<file path="src/rtl/load_store_unit.sv">
// load_store_unit: single-outstanding load/store bridge from the pipeline to the SRAM arbiter
// read/write channels with size encoding, issue handshake, timeout and load extension.
module load_store_unit #(
  parameter int TIMEOUT_CYCLES = 255
) (
  input  logic        clk,
  input  logic        reset,
  input  logic        req_valid,
  output logic        req_ready,
  input  logic        req_write,
  input  logic [1:0]  req_size,
  input  logic        req_signed,
  input  logic [31:0] req_addr,
  input  logic [31:0] req_wdata,
  output logic        resp_valid,
  output logic [31:0] resp_rdata,
  output logic        resp_error,
  output logic [31:0] rd_address,
  output logic [1:0]  rd_sig_read,
  input  logic [31:0] rd_data,
  input  logic        rd_is_ready,
  output logic [31:0] wr_address,
  output logic [1:0]  wr_sig_write,
  output logic [31:0] wr_data,
  input  logic        wr_is_ready
);
  localparam int CW = $clog2(TIMEOUT_CYCLES + 1);
  typedef enum logic [2:0] {IDLE, WAIT_FREE, ISSUE, WAIT_DONE, RESP} state_t;
  state_t state, state_n;
  logic write_q, signed_q;
  logic [1:0] size_q;
  logic [31:0] addr_q, wdata_q, ext;
  logic [CW-1:0] cnt;
  logic accept, ready_sel, timeout, done;
  assign accept = req_valid && state == IDLE;
  assign ready_sel = write_q ? wr_is_ready : rd_is_ready;
  assign timeout = cnt == CW'(TIMEOUT_CYCLES - 1);
  // completion wins over a timeout landing in the same cycle
  assign done = state == WAIT_DONE && (ready_sel || timeout);
  assign ext = size_q == 2'd1 ? {{24{signed_q & rd_data[7]}}, rd_data[7:0]} :
               size_q == 2'd2 ? {{16{signed_q & rd_data[15]}}, rd_data[15:0]} : rd_data;
  assign req_ready = state == IDLE;
  assign resp_valid = state == RESP;
  assign rd_sig_read = (state == ISSUE && !write_q) ? size_q : 2'd0;
  assign wr_sig_write = (state == ISSUE && write_q) ? size_q : 2'd0;
  assign rd_address = addr_q;
  assign wr_address = addr_q;
  assign wr_data = wdata_q;
  always_ff @(posedge clk or posedge reset) begin
    if (reset) state <= IDLE;
    else state <= state_n;
  end
  always_comb begin
    state_n = state;
    unique case (state)
      IDLE:      state_n = !req_valid ? IDLE : (req_size == 2'd0 ? RESP : WAIT_FREE);
      WAIT_FREE: state_n = ready_sel ? ISSUE : WAIT_FREE;
      ISSUE:     state_n = WAIT_DONE;
      WAIT_DONE: state_n = (ready_sel || timeout) ? RESP : WAIT_DONE;
      default:   state_n = IDLE;
    endcase
  end
  always_ff @(posedge clk or posedge reset) begin
    if (reset) begin
      write_q <= 1'b0;
      signed_q <= 1'b0;
      size_q <= 2'd0;
      addr_q <= 32'd0;
      wdata_q <= 32'd0;
      cnt <= '0;
      resp_rdata <= 32'd0;
      resp_error <= 1'b0;
    end else begin
      if (accept) begin
        write_q <= req_write;
        signed_q <= req_signed;
        size_q <= req_size;
        addr_q <= req_addr;
        wdata_q <= req_wdata;
        resp_rdata <= 32'd0;
        resp_error <= req_size == 2'd0;
      end
      cnt <= state == ISSUE ? '0 : state == WAIT_DONE ? cnt + 1'b1 : cnt;
      if (done) begin
        resp_rdata <= (ready_sel && !write_q) ? ext : 32'd0;
        resp_error <= !ready_sel;
      end
      if (state == RESP) begin
        resp_rdata <= 32'd0;
        resp_error <= 1'b0;
      end
    end
  end
endmodule
</file>
<file path="config.mk">
export PLATFORM = sky130hd
export DESIGN_NAME = load_store_unit
export DESIGN_NICKNAME = d
export VERILOG_FILES = /design/src/rtl/load_store_unit.sv
export SDC_FILE = /design/constraint.sdc
export NUM_CORES = 1
export LEC_CHECK = 0
export BUFFER_PORTS_ARGS = -buffer_cell sky130_fd_sc_hd__buf_2
export CAP_MARGIN = 20
export CORE_MARGIN = 5
export CORE_UTILIZATION = 51
export CTS_BUF_LIST = sky130_fd_sc_hd__clkbuf_8
export DETAILED_ROUTE_END_ITERATION = 7
export PLACE_DENSITY = 0.94
export SLEW_MARGIN = 20
export SYNTH_ARGS = -nofsm -noshare
export SYNTH_HDL_FRONTEND = slang
export SYNTH_SLANG_ARGS = --single-unit
</file>
<file path="constraint.sdc">
create_clock -name clk -period 7 [get_ports clk]
set_clock_uncertainty 0.15 [all_clocks]
set_input_delay 1.05 -clock clk [delete_from_list [all_inputs] [get_ports clk]]
set_output_delay 1.05 -clock clk [all_outputs]
set_load 0.05 [all_outputs]
</file>
Word level (Yosys, flattened, before mapping)
Index checks and enable logic that the tools add are counted.
{"block": "op_classes", "n_reduce_logical": 12, "n_mux": 19, "eq_ne": 7, "n_bitwise": 2, "addsub": 1}
{"operator": "$mux W32", "n": 6}
{"operator": "$mux W8", "n": 2}
{"operator": "$pmux W3 S4", "n": 1}
{"operator": "$mux W3", "n": 3}
{"operator": "$add A8 B1 Y8 const B", "n": 1}
{"operator": "$eq A8 B8 Y1 const B", "n": 1}
{"operator": "$eq A3 B2 Y1 const B", "n": 2}
{"operator": "$mux W2", "n": 3}
{"operator": "$logic_and A1 B1 Y1", "n": 5}
{"operator": "$mux W1", "n": 4}
{"operator": "$eq A3 B1 Y1 const B", "n": 1}
{"operator": "$eq A3 B3 Y1 const B", "n": 1}
{"operator": "$logic_not A3 Y1", "n": 1}
{"operator": "$reduce_bool A3 Y1", "n": 1}
{"operator": "$and A1 B1 Y1", "n": 2}
{"operator": "$eq A2 B1 Y1 const B", "n": 1}
{"operator": "$eq A2 B2 Y1 const B", "n": 1}
{"operator": "$logic_not A1 Y1", "n": 2}
{"operator": "$logic_not A2 Y1", "n": 1}
{"operator": "$reduce_bool A2 Y1", "n": 1}
{"operator": "$logic_or A1 B1 Y1", "n": 1}
{"block": "totals", "inputBits": 105, "ff_bits": 112, "elab_cells": 50, "output_inout_bits": 135}

Logic depth before layout (Yosys ltp)
{"block": "depth", "ltp_word": 6, "depth_mapped": 7, "ltp_nobuf": 6}

Worst setup path after synthesis
No wires, ideal clock.
{"block": "synth_path", "kind": "reg2out", "startpoint": "register state[2]", "endpoint": "output rd_sig_read[0]", "path_buffers": 1, "path_slack_ps": 3569, "t_required_ps": 5800, "arrival_ps": 2231, "stages_incl_launch_ff": 4, "path_cell_list": "dfrtp_1 nand2b_1 buf_2 nor4_1"}
{"block": "synth_via", "elab_chain_cells": 3}
{"item": "start: declaration", "line_no": "29", "source": "state_t state, state_n;"}
{"item": "start signal: assignment", "line_no": "51", "source": "else state <= state_n;"}
{"item": "$eq A3 B2 Y1", "line_no": "44", "source": "assign rd_sig_read = (state == ISSUE && !write_q) ? size_q : 2'd0;"}
{"item": "$logic_and A1 B1 Y1", "line_no": "44"}
{"item": "$mux W2", "line_no": "44"}
{"item": "end: declaration", "line_no": "19", "source": "output logic [1:0] rd_sig_read,"}
No other way between the ends.

Final worst setup path
{"block": "layout_path", "startpoint": "register state[2]", "endpoint": "output rd_sig_read[1]"}
The elaborated chain is that of the path after synthesis.

==> summary.txt <==
Clock slew at reported path FFs: 0.11 ns
Die ar.: 11,700 um^2
HP Class: flip-flop to flip-flop
Status: completed
Crit-path max cell delay: 0.45 ns
Count of different cell masters after synthesis: 39
Std cell rows: 35
Post-CTS Hold Buffers: 0
First-pass iteration count of the detailed router: 4
NumNets Final: 688
GPL Wtd Cong: 0.827
Worst reg2reg path depth: 4
Worst path bufs/invs: 1
Vias in the first global route: 3,851
Clock Tree Buf Depth: 2
WL per Instance: 17.2 um
IO Pins: 240
Synthesized Nets: 490
Max_cap viols: 0
GRT busiest layer: met2
Post-synthesis register bit count: 112
Die width: 108 um
Fin util: 0.649
Cell family with most CP delay: simple AND/OR/NAND/NOR gates
Final period util: 0.476
Starting density of the core: 0.528
CTS H-tree depth: 3
DP HPWL: 9390 um
GRT met1 Usage: 0.266
Final Max Slew Viols: 0
Clk sink count: 112
HP Start: resp_rdata[8]
Port buffer count: 239
Tot GR Track Use: 0.207
Area Overhead vs Synth: 23.0%
Post-synthesis sequential area ratio: 0.569
Worst Hold Depth: 1
Grt total ovfl: 0
Worst rel slew slack: 0.451
CP max-delay cell: dfrtp_1
Antenna Nets Post-Route: 0
Final Hold Fails: 0
Setup Buffers After CTS: 0
Warnings, synthesis: 0
Largest net degree at the start of global routing: 69
Startpoint Class: flip-flop
Met2 Use GR: 0.349
WP data arrival: 2.13 ns
WL final: 12,300 um
CP cell instances: nand2b_1 -> nor2_1 -> nand2_1 -> nor2_1 -> buf_2
Min-Delay Endpoint: resp_rdata[8]
Fin Setup TNS: 0 ns
Core Box Area: 9330 um^2
Later-pin clock latency in the skew report: 0.36 ns
R2R Setup Slk: 4.63 ns
Area after DPL: 5880 um^2
Critical Path End Type: output pin
CP Class: flip-flop to output pin
Share of cells above drive strength 1: 0.585
Average cell area after synthesis: 12.9 um^2
Slew @ Worst Pin: 0.824 ns
Initial antenna violation count: 0
CTS tree: built
Unrepaired setup endpoints after global routing: no
CP Data Required Time: 5.80 ns
Final setup violation count: 0
Most frequent CP cell: nor2_1
DRC: 0
Total number of vias: 3,720
Clock tree root driver cell: clkbuf_8
Commonest non-fill, non-tap cell in the layout: buf_2
Most frequent cells in the layout: 239 x buf_2, 112 x dfrtp_1, 67 x mux2_2, 22 x o21ai_0, 20 x a21oi_1
Met3 usage: 0.0442
Number of diodes: 0
Post-route minimum period: 3.33 ns
Reg-to-Reg Start: state[0]
Initial DRC Count: 264
Final non-filler cell area: 6060 um^2
Fmax achieved: 300 MHz
First-pass GRT wire length: 19,300 um
Syn Inst Count: 383
FF-to-FF End: rd_address[11]
Synth Cell Area: 4920 um^2
Die Y: 108 um
Vias/cell: 5.21
Resized cells post-CTS: 0
Critical path peak fanout: 13
Num CTS Buffers: 9
[registers in the layout (all words and copies together) (netlist names)]
signal / count
cnt: 8
resp_rdata: 32
resp_error: 1
size_q: 2
signed_q: 1
wr_data: 32
state: 3
rd_address: 32
write_q: 1
[routing by layer]
metal  share of wire  wire, um  vias to the layer above
li1                -         -                     1726
met3           0.077       943                       21
met5               0         0                        -
met2            0.51      6260                      166
met4           0.020       241                        0
met1            0.40      4870                     1807
[worst max-delay path by stage]
stage | endpoint | cells past startpoint | from | slack, ns
3_5_place_dp | rd_sig_read[1] | 5 | state[2] | 4.07
4_1_cts | rd_sig_read[1] | 5 | state[2] | 3.66
2_1_floorplan | cnt[0] | 1 | reset | 2.84
6_report | rd_sig_read[1] | 5 | state[2] | 3.67
5_1_grt | rd_sig_read[1] | 5 | state[2] | 3.47
3_3_place_gp | rd_sig_read[1] | 5 | state[2] | 4.23
[synth_stat cells, drive strengths merged]
| cell type | number | area, um^2 |
|---|---|---|
| a2111oi | 1 | 8.76 |
| a21oi | 21 | 109 |
| a22o | 27 | 249 |
| a311oi | 1 | 8.76 |
| and2 | 3 | 18.8 |
| and3 | 3 | 18.8 |
| buf | 51 | 415 |
| clkbuf | 4 | 15.0 |
| dfrtp | 112 | 2800 |
| ha | 2 | 25.0 |
| inv | 4 | 15.0 |
| mux2 | 67 | 754 |
| mux2i | 2 | 20.0 |
| nand2 | 13 | 48.8 |
| nand2b | 3 | 18.8 |
| nand3 | 3 | 15.0 |
| nand3b | 1 | 7.51 |
| nand4 | 1 | 6.26 |
| nor2 | 18 | 77.6 |
| nor2b | 2 | 12.5 |
| nor3 | 3 | 20.0 |
| nor4 | 1 | 6.26 |
| o21a | 2 | 15.0 |
| o21ai | 23 | 115 |
| o2bb2ai | 8 | 70.1 |
| o31ai | 2 | 15.0 |
| or2 | 1 | 6.26 |
| or3 | 2 | 12.5 |
| xnor2 | 2 | 17.5 |
[per-stage QoR]
stage                     setup slack (ns)  hold WS (ns)  instances
final                                 3.67         0.347        714
after global routing                  3.47         0.361        714
after CTS                             3.66         0.348        714
after floorplan                       2.84         0.296        383
after global placement                4.23         0.316        699
after detailed placement              4.07         0.319        699
[final cells by class]
type                       count  area [um^2]
sequential                   112         2800
inverter                       4         17.5
clock inverter                 5         41.3
clock buffer                  10          138
multi-input combinational    212         1680
fill                         726         3270
tap                          129          161
timing repair buffer         242         1220
[cell families after synthesis]
kind of cell,synth area share
AO/OA/AOI/OAI,0.120
XOR/XNOR,0.00356
adder cells (fa/ha/maj),0.00508
buffers and inverters,0.0904
flip-flops,0.569
multiplexers,0.157
AND/OR/NAND/NOR,0.0546
Power is left out: the tool's default activity adds up to more than one toggle a clock period on the data nets, which glitch-free logic cannot reach.
